$ cat src/rtl/stack_ctrl.sv
// LIFO stack controller: push/pop/peek/flush requests are served one at a time
// through an IDLE -> (READ) -> RESP sequence with sticky overflow/underflow flags.
module stack_ctrl #(
  parameter int WIDTH = 32,
  parameter int DEPTH = 3
) (
  input  logic             clk,
  input  logic             reset,
  input  logic             req_valid,
  input  logic [1:0]       req_op,
  input  logic [WIDTH-1:0] req_data,
  output logic             req_ready,
  output logic             rsp_valid,
  output logic [WIDTH-1:0] rsp_data,
  output logic             rsp_err,
  output logic [DEPTH:0]   count,
  output logic             full,
  output logic             empty,
  output logic             ovf,
  output logic             unf,
  input  logic             err_clr,
  output logic [1:0]       dbg_state
);

  localparam int ENTRIES = 1 << DEPTH;
  localparam logic [DEPTH:0] CNT_MAX = (DEPTH+1)'(ENTRIES);

  localparam logic [1:0] OP_PUSH  = 2'b00;
  localparam logic [1:0] OP_POP   = 2'b01;
  localparam logic [1:0] OP_PEEK  = 2'b10;

  typedef enum logic [1:0] {
    IDLE = 2'd0,
    READ = 2'd1,
    RESP = 2'd2
  } state_e;

  state_e             state_q;
  logic [DEPTH:0]     count_q;
  logic [DEPTH-1:0]   rd_ptr_q;
  logic               rsp_valid_q;
  logic [WIDTH-1:0]   rsp_data_q;
  logic               rsp_err_q;
  logic               ovf_q;
  logic               unf_q;
  logic [WIDTH-1:0]   mem_q [ENTRIES];

  logic accept;
  logic wr_en;

  // Handshake: a request transfers on a rising edge where req_valid && req_ready;
  // req_ready is high only in IDLE, so at most one request is in flight.
  assign req_ready = (state_q == IDLE);
  assign accept    = req_valid && req_ready;
  assign full      = (count_q == CNT_MAX);
  assign empty     = (count_q == '0);
  assign wr_en     = accept && (req_op == OP_PUSH) && !full;

  assign count     = count_q;
  assign rsp_valid = rsp_valid_q;
  assign rsp_data  = rsp_data_q;
  assign rsp_err   = rsp_err_q;
  assign ovf       = ovf_q;
  assign unf       = unf_q;
  assign dbg_state = state_q;

  // Storage has no reset; entries are only observable after being written.
  always_ff @(posedge clk) begin
    if (wr_en) mem_q[count_q[DEPTH-1:0]] <= req_data;
  end

  always_ff @(posedge clk or negedge reset) begin
    if (!reset) begin
      state_q     <= IDLE;
      count_q     <= '0;
      rd_ptr_q    <= '0;
      rsp_valid_q <= 1'b0;
      rsp_data_q  <= '0;
      rsp_err_q   <= 1'b0;
      ovf_q       <= 1'b0;
      unf_q       <= 1'b0;
    end else begin
      // Clear first so that an error event later in this block wins.
      if (err_clr) begin
        ovf_q <= 1'b0;
        unf_q <= 1'b0;
      end
      case (state_q)
        IDLE: begin
          if (accept) begin
            rsp_data_q <= '0;
            rsp_err_q  <= 1'b0;
            case (req_op)
              OP_PUSH: begin
                if (full) begin
                  ovf_q     <= 1'b1;
                  rsp_err_q <= 1'b1;
                end else begin
                  count_q <= count_q + (DEPTH+1)'(1);
                end
                rsp_valid_q <= 1'b1;
                state_q     <= RESP;
              end
              OP_POP, OP_PEEK: begin
                if (empty) begin
                  unf_q       <= 1'b1;
                  rsp_err_q   <= 1'b1;
                  rsp_valid_q <= 1'b1;
                  state_q     <= RESP;
                end else begin
                  rd_ptr_q <= count_q[DEPTH-1:0] - DEPTH'(1);
                  if (req_op == OP_POP) count_q <= count_q - (DEPTH+1)'(1);
                  state_q  <= READ;
                end
              end
              default: begin
                count_q     <= '0;
                rsp_valid_q <= 1'b1;
                state_q     <= RESP;
              end
            endcase
          end
        end
        READ: begin
          rsp_data_q  <= mem_q[rd_ptr_q];
          rsp_valid_q <= 1'b1;
          state_q     <= RESP;
        end
        RESP: begin
          rsp_valid_q <= 1'b0;
          rsp_data_q  <= '0;
          rsp_err_q   <= 1'b0;
          state_q     <= IDLE;
        end
        default: begin
          rsp_valid_q <= 1'b0;
          rsp_data_q  <= '0;
          rsp_err_q   <= 1'b0;
          state_q     <= IDLE;
        end
      endcase
    end
  end

endmodule

$ cat config.mk
export PLATFORM = sky130hd
export DESIGN_NAME = stack_ctrl
export DESIGN_NICKNAME = d
export VERILOG_FILES = /design/src/rtl/stack_ctrl.sv
export SDC_FILE = /design/constraint.sdc
export NUM_CORES = 1
export LEC_CHECK = 0
export BUFFER_PORTS_ARGS = -buffer_cell sky130_fd_sc_hd__buf_4
export CAP_MARGIN = 20
export CORE_MARGIN = 2
export CORE_UTILIZATION = 54
export DETAILED_ROUTE_END_ITERATION = 7
export PLACE_DENSITY = 0.75
export SYNTH_ARGS = -nofsm -noshare
export SYNTH_HDL_FRONTEND = slang
export SYNTH_SLANG_ARGS = --single-unit
$ cat constraint.sdc
create_clock -name clk -period 3.5 [get_ports clk]
set_input_delay 0.7 -clock clk [delete_from_list [all_inputs] [get_ports clk]]
set_output_delay 0.7 -clock clk [all_outputs]
set_load 0.03 [all_outputs]
==> summary.md <==
| Metric | Value |
|---|---|
| Status | finished, final reports clean |
| Pin count of the biggest net entering global routing | 50 |
| Period utilization | between 80% and 90% |
| Clk slew on worst S/H paths | ~0.060 ns |
| Crit. End Element | output port |
| Hold Crit Class | input pin to asynchronous set/reset pin |
| Share of layout cells above drive strength 1 | about a third |
| Initial core utilization | 55.3% |
| Synthesized Nets | ~680 |
| Final Core Density | 64.9% |
| PD cells | around 750 nW/um2 |
| Drt pass-1 iters | 5 |
| Final WS setup | ~0.54 ns |
| Final non-filler cell total | 1,038 |
| H-tree depth | 1 |
| CORE AREA | between 20,000 and 25,000 um2 |
| Setup crit end | empty |
| GPL Wtd Cong | a little under 0.8 |
| Cts bufs inserted | 30 |
| Ys async rst share | roughly 15% |
| Residual DRC | 0 |
| Vias | between 6,000 and 7,000 |
| Clock share of power | a little under a third |
| LEAKAGE | 4.84 nW |
| Port bufs | between 80 and 90 |
| Logic gate share of total power | a little over a quarter |
| Flip-flop and latch count after synthesis | roughly 300 |
| Worst-margin pin slew | about 0.68 ns |
| FP Rows | 53 |
| Final Hold Fails | 0 |
| Final instance area | 13,700 um2 |
| Die area | between 20,000 and 25,000 um2 |
| Met2 WL | ~11,000 um |
| PnR Total Power | 10.3 mW |
| Gr usage total | 20.6% |
| P&R area growth vs syn | 17.4% |
| Hold_ws | between 0.2 and 0.25 ns |
| Total routed wirelength | approximately 23,000 um |
| Total grt overflow | 0 |
| DR top layer | met4 |
| Initial antenna violation count | 0 |
| Initial DRC count | just under 500 |
| Seq/Total Area, Yosys | around three quarters |
| Die Y | 151 um |
| Cells after synthesis | between 600 and 700 |
| Area of placed instances | around 13,000 um2 |
| Final net count | about 780 |
| CTS tree | done |
| Slew Viols, Final | 0 |
| Vias in the first global route | approximately 6,500 |
| Postcts setup bufs | 0 |
| Top cell type's share of synthesized area | 65.7% |
| Met3 Wirelength | 1450 um |
| Slew headroom | about 55% |
| Root Buffer | clkbuf_16 |
| Placed instance count | between 900 and 1,000 |
| Area leader, netlist | edfxtp_1 |
| Tmin final | 2.96 ns |
| R2R Path End | mem_q[6][3] |
| CP Max Fanout | 10 |
| Maximum buffer depth of the clock tree | 3 |
| Area contributors post-synth | edfxtp_1 66%, dfrtp_1 9.6%, mux2_2 6.3% |
| Reg2reg start | dbg_state[0] |
| Met1 wire length | 9880 um |
| IO Count | 83 |
| Vias per cell | 5.89 |
| Post-CTS sizing | 0 |
| CP Class | flop to output port |
| CP startpoint | count[0] |
| Setup violators final | 0 |
| RSZ-0062 raised after global routing | false |
| Sequential power share | a little over two fifths |
| Worst reg-to-reg setup slack | 0.81 ns |
| Mapped Area | 11,700 um2 |
| Cells on worst reg2reg path | 5 |
| First-pass GRT wire length | approximately 35,000 um |
| Avg Inst Size Synth | around 18 um2 |
| Clk_lat worst skew | 0.54 ns |
| Synth unique cells | 38 |
| Net Sw Frac | between 20% and 30% |
| Die W | 151 um |
| Worst setup SP type | flop |
| Wire length per cell | 22.4 um |
| Clk_skew | around 0.017 ns |
| Peak supply drop | ~470 uV |
| Max Cap Viol | 0 |
| EDFF count, synth | roughly 260 |
| Post-Place Worst Slack | just under 0.4 ns |
| Clk sinks | ~300 |
| Post-DRT Antenna Nets | 0 |
| Critical path arrival | approximately 2.3 ns |
| Switching power | ~3.1 mW |
| CTS Hold Bufs | 0 |
| Fmax | 338 MHz |
| Worst EP required | 2.80 ns |
| Dpl hpwl | approximately 14,000 um |
| Ant diodes | 0 |
| Int Power | ~7.2 mW |
| Top_reg_cell synth | edfxtp_1 |
| Yosys Warn Count | 0 |
| Setup TNS | 0 ns |
layer usage:
layer  vias to the layer above  track usage, %
met5                         -               0
met4                         0            6.54
met3                        40            3.13
met2                       242            33.7
met1                      3131            28.9
li1                       2705               -
Yosys cell counts (2+ instances only):
library cell  count
a21oi_1           4
buf_2             8
buf_4            11
clkbuf_1         14
dfrtp_1          45
edfxtp_1        256
ha_1              6
inv_1             9
mux2_2           65
mux2i_1           2
mux4_2           32
nand2_1          45
nand2b_1          4
nor2_1           20
nor2b_1          25
nor3_1            3
nor3b_1           3
o21ai_0           3
o22ai_1          32
o31ai_1          34
flip-flops by register name, indices dropped and copies added, names as in the netlist:
signal and flops:
rsp_valid 1, rd_ptr_q 3, rsp_err 1, unf 1
rsp_data 32, count 4, mem_q 256, ovf 1
dbg_state 2
worst min path at each step:
stage                 start           end  slack (ns)  cells after the start
2_1_floorplan         reset      count[0]        0.40                      0
3_3_place_gp   rsp_data[31]  rsp_data[31]        0.46                      2
3_5_place_dp    rsp_data[0]   rsp_data[0]        0.47                      2
4_1_cts               reset  rsp_data[20]        0.21                      1
5_1_grt               reset     rsp_valid        0.25                      1
6_report              reset     rsp_valid        0.21                      1
logic make-up (layout without fill, tap and decap cells):
logic type	count (synthesis)	count (layout)	share of synthesized area (%)
compound gates	79	79	4.72
mux	100	100	12.7
buf+inv	43	167	1.88
xor+xnor	2	2	0.150
fa+ha+maj	7	7	0.813
flops	301	301	75.3
simple gates	107	107	4.41
layout by cell type, fill, tap and decap left out, types with 4 or more instances in the layout:
cell type  netlist  layout
a21oi_1          4       4
buf_4           11      99
bufinv_16        0       4
clkbuf_1        14       5
clkbuf_16        0      31
clkinv_1         0       6
clkinv_2         0       8
dfrtp_1         45      43
edfxtp_1       256     256
ha_1             6       6
inv_1            9       9
mux2_2          65      65
mux4_2          32      32
nand2_1         45      45
nand2b_1         4       4
nor2_1          20      14
nor2_4           0       6
nor2b_1         25      25
o22ai_1         32      32
o31ai_1         34      34
power by group through the flow:
stage	Clock [mW]	Sequential (mW)	Combinational (mW)
6_report	3.20	4.39	2.70
5_1_grt	3.39	4.42	2.88
4_1_cts	3.24	4.39	2.72
3_5_place_dp	0	4.46	2.71
3_3_place_gp	0	4.44	2.65
2_1_floorplan	0	4.60	1.74
layout make-up:
| type | count | area, um2 |
|---|---|---|
| clock buffer | 37 | 808 |
| clock inverter | 19 | 190 |
| fill | 1362 | 7420 |
| inverter | 9 | 33.8 |
| multi-input combinational | 295 | 2740 |
| sequential | 301 | 8820 |
| tap | 275 | 344 |
| timing repair buffer | 102 | 798 |
critical path: stages, from the launching register on:
cell	delay, ns
dfrtp_1	0.53
inv_1	0.20
ha_1	0.25
or3b_2	0.51
inv_1	0.08
buf_4	0.15
Note: power is estimated with default switching activity, not from simulation.
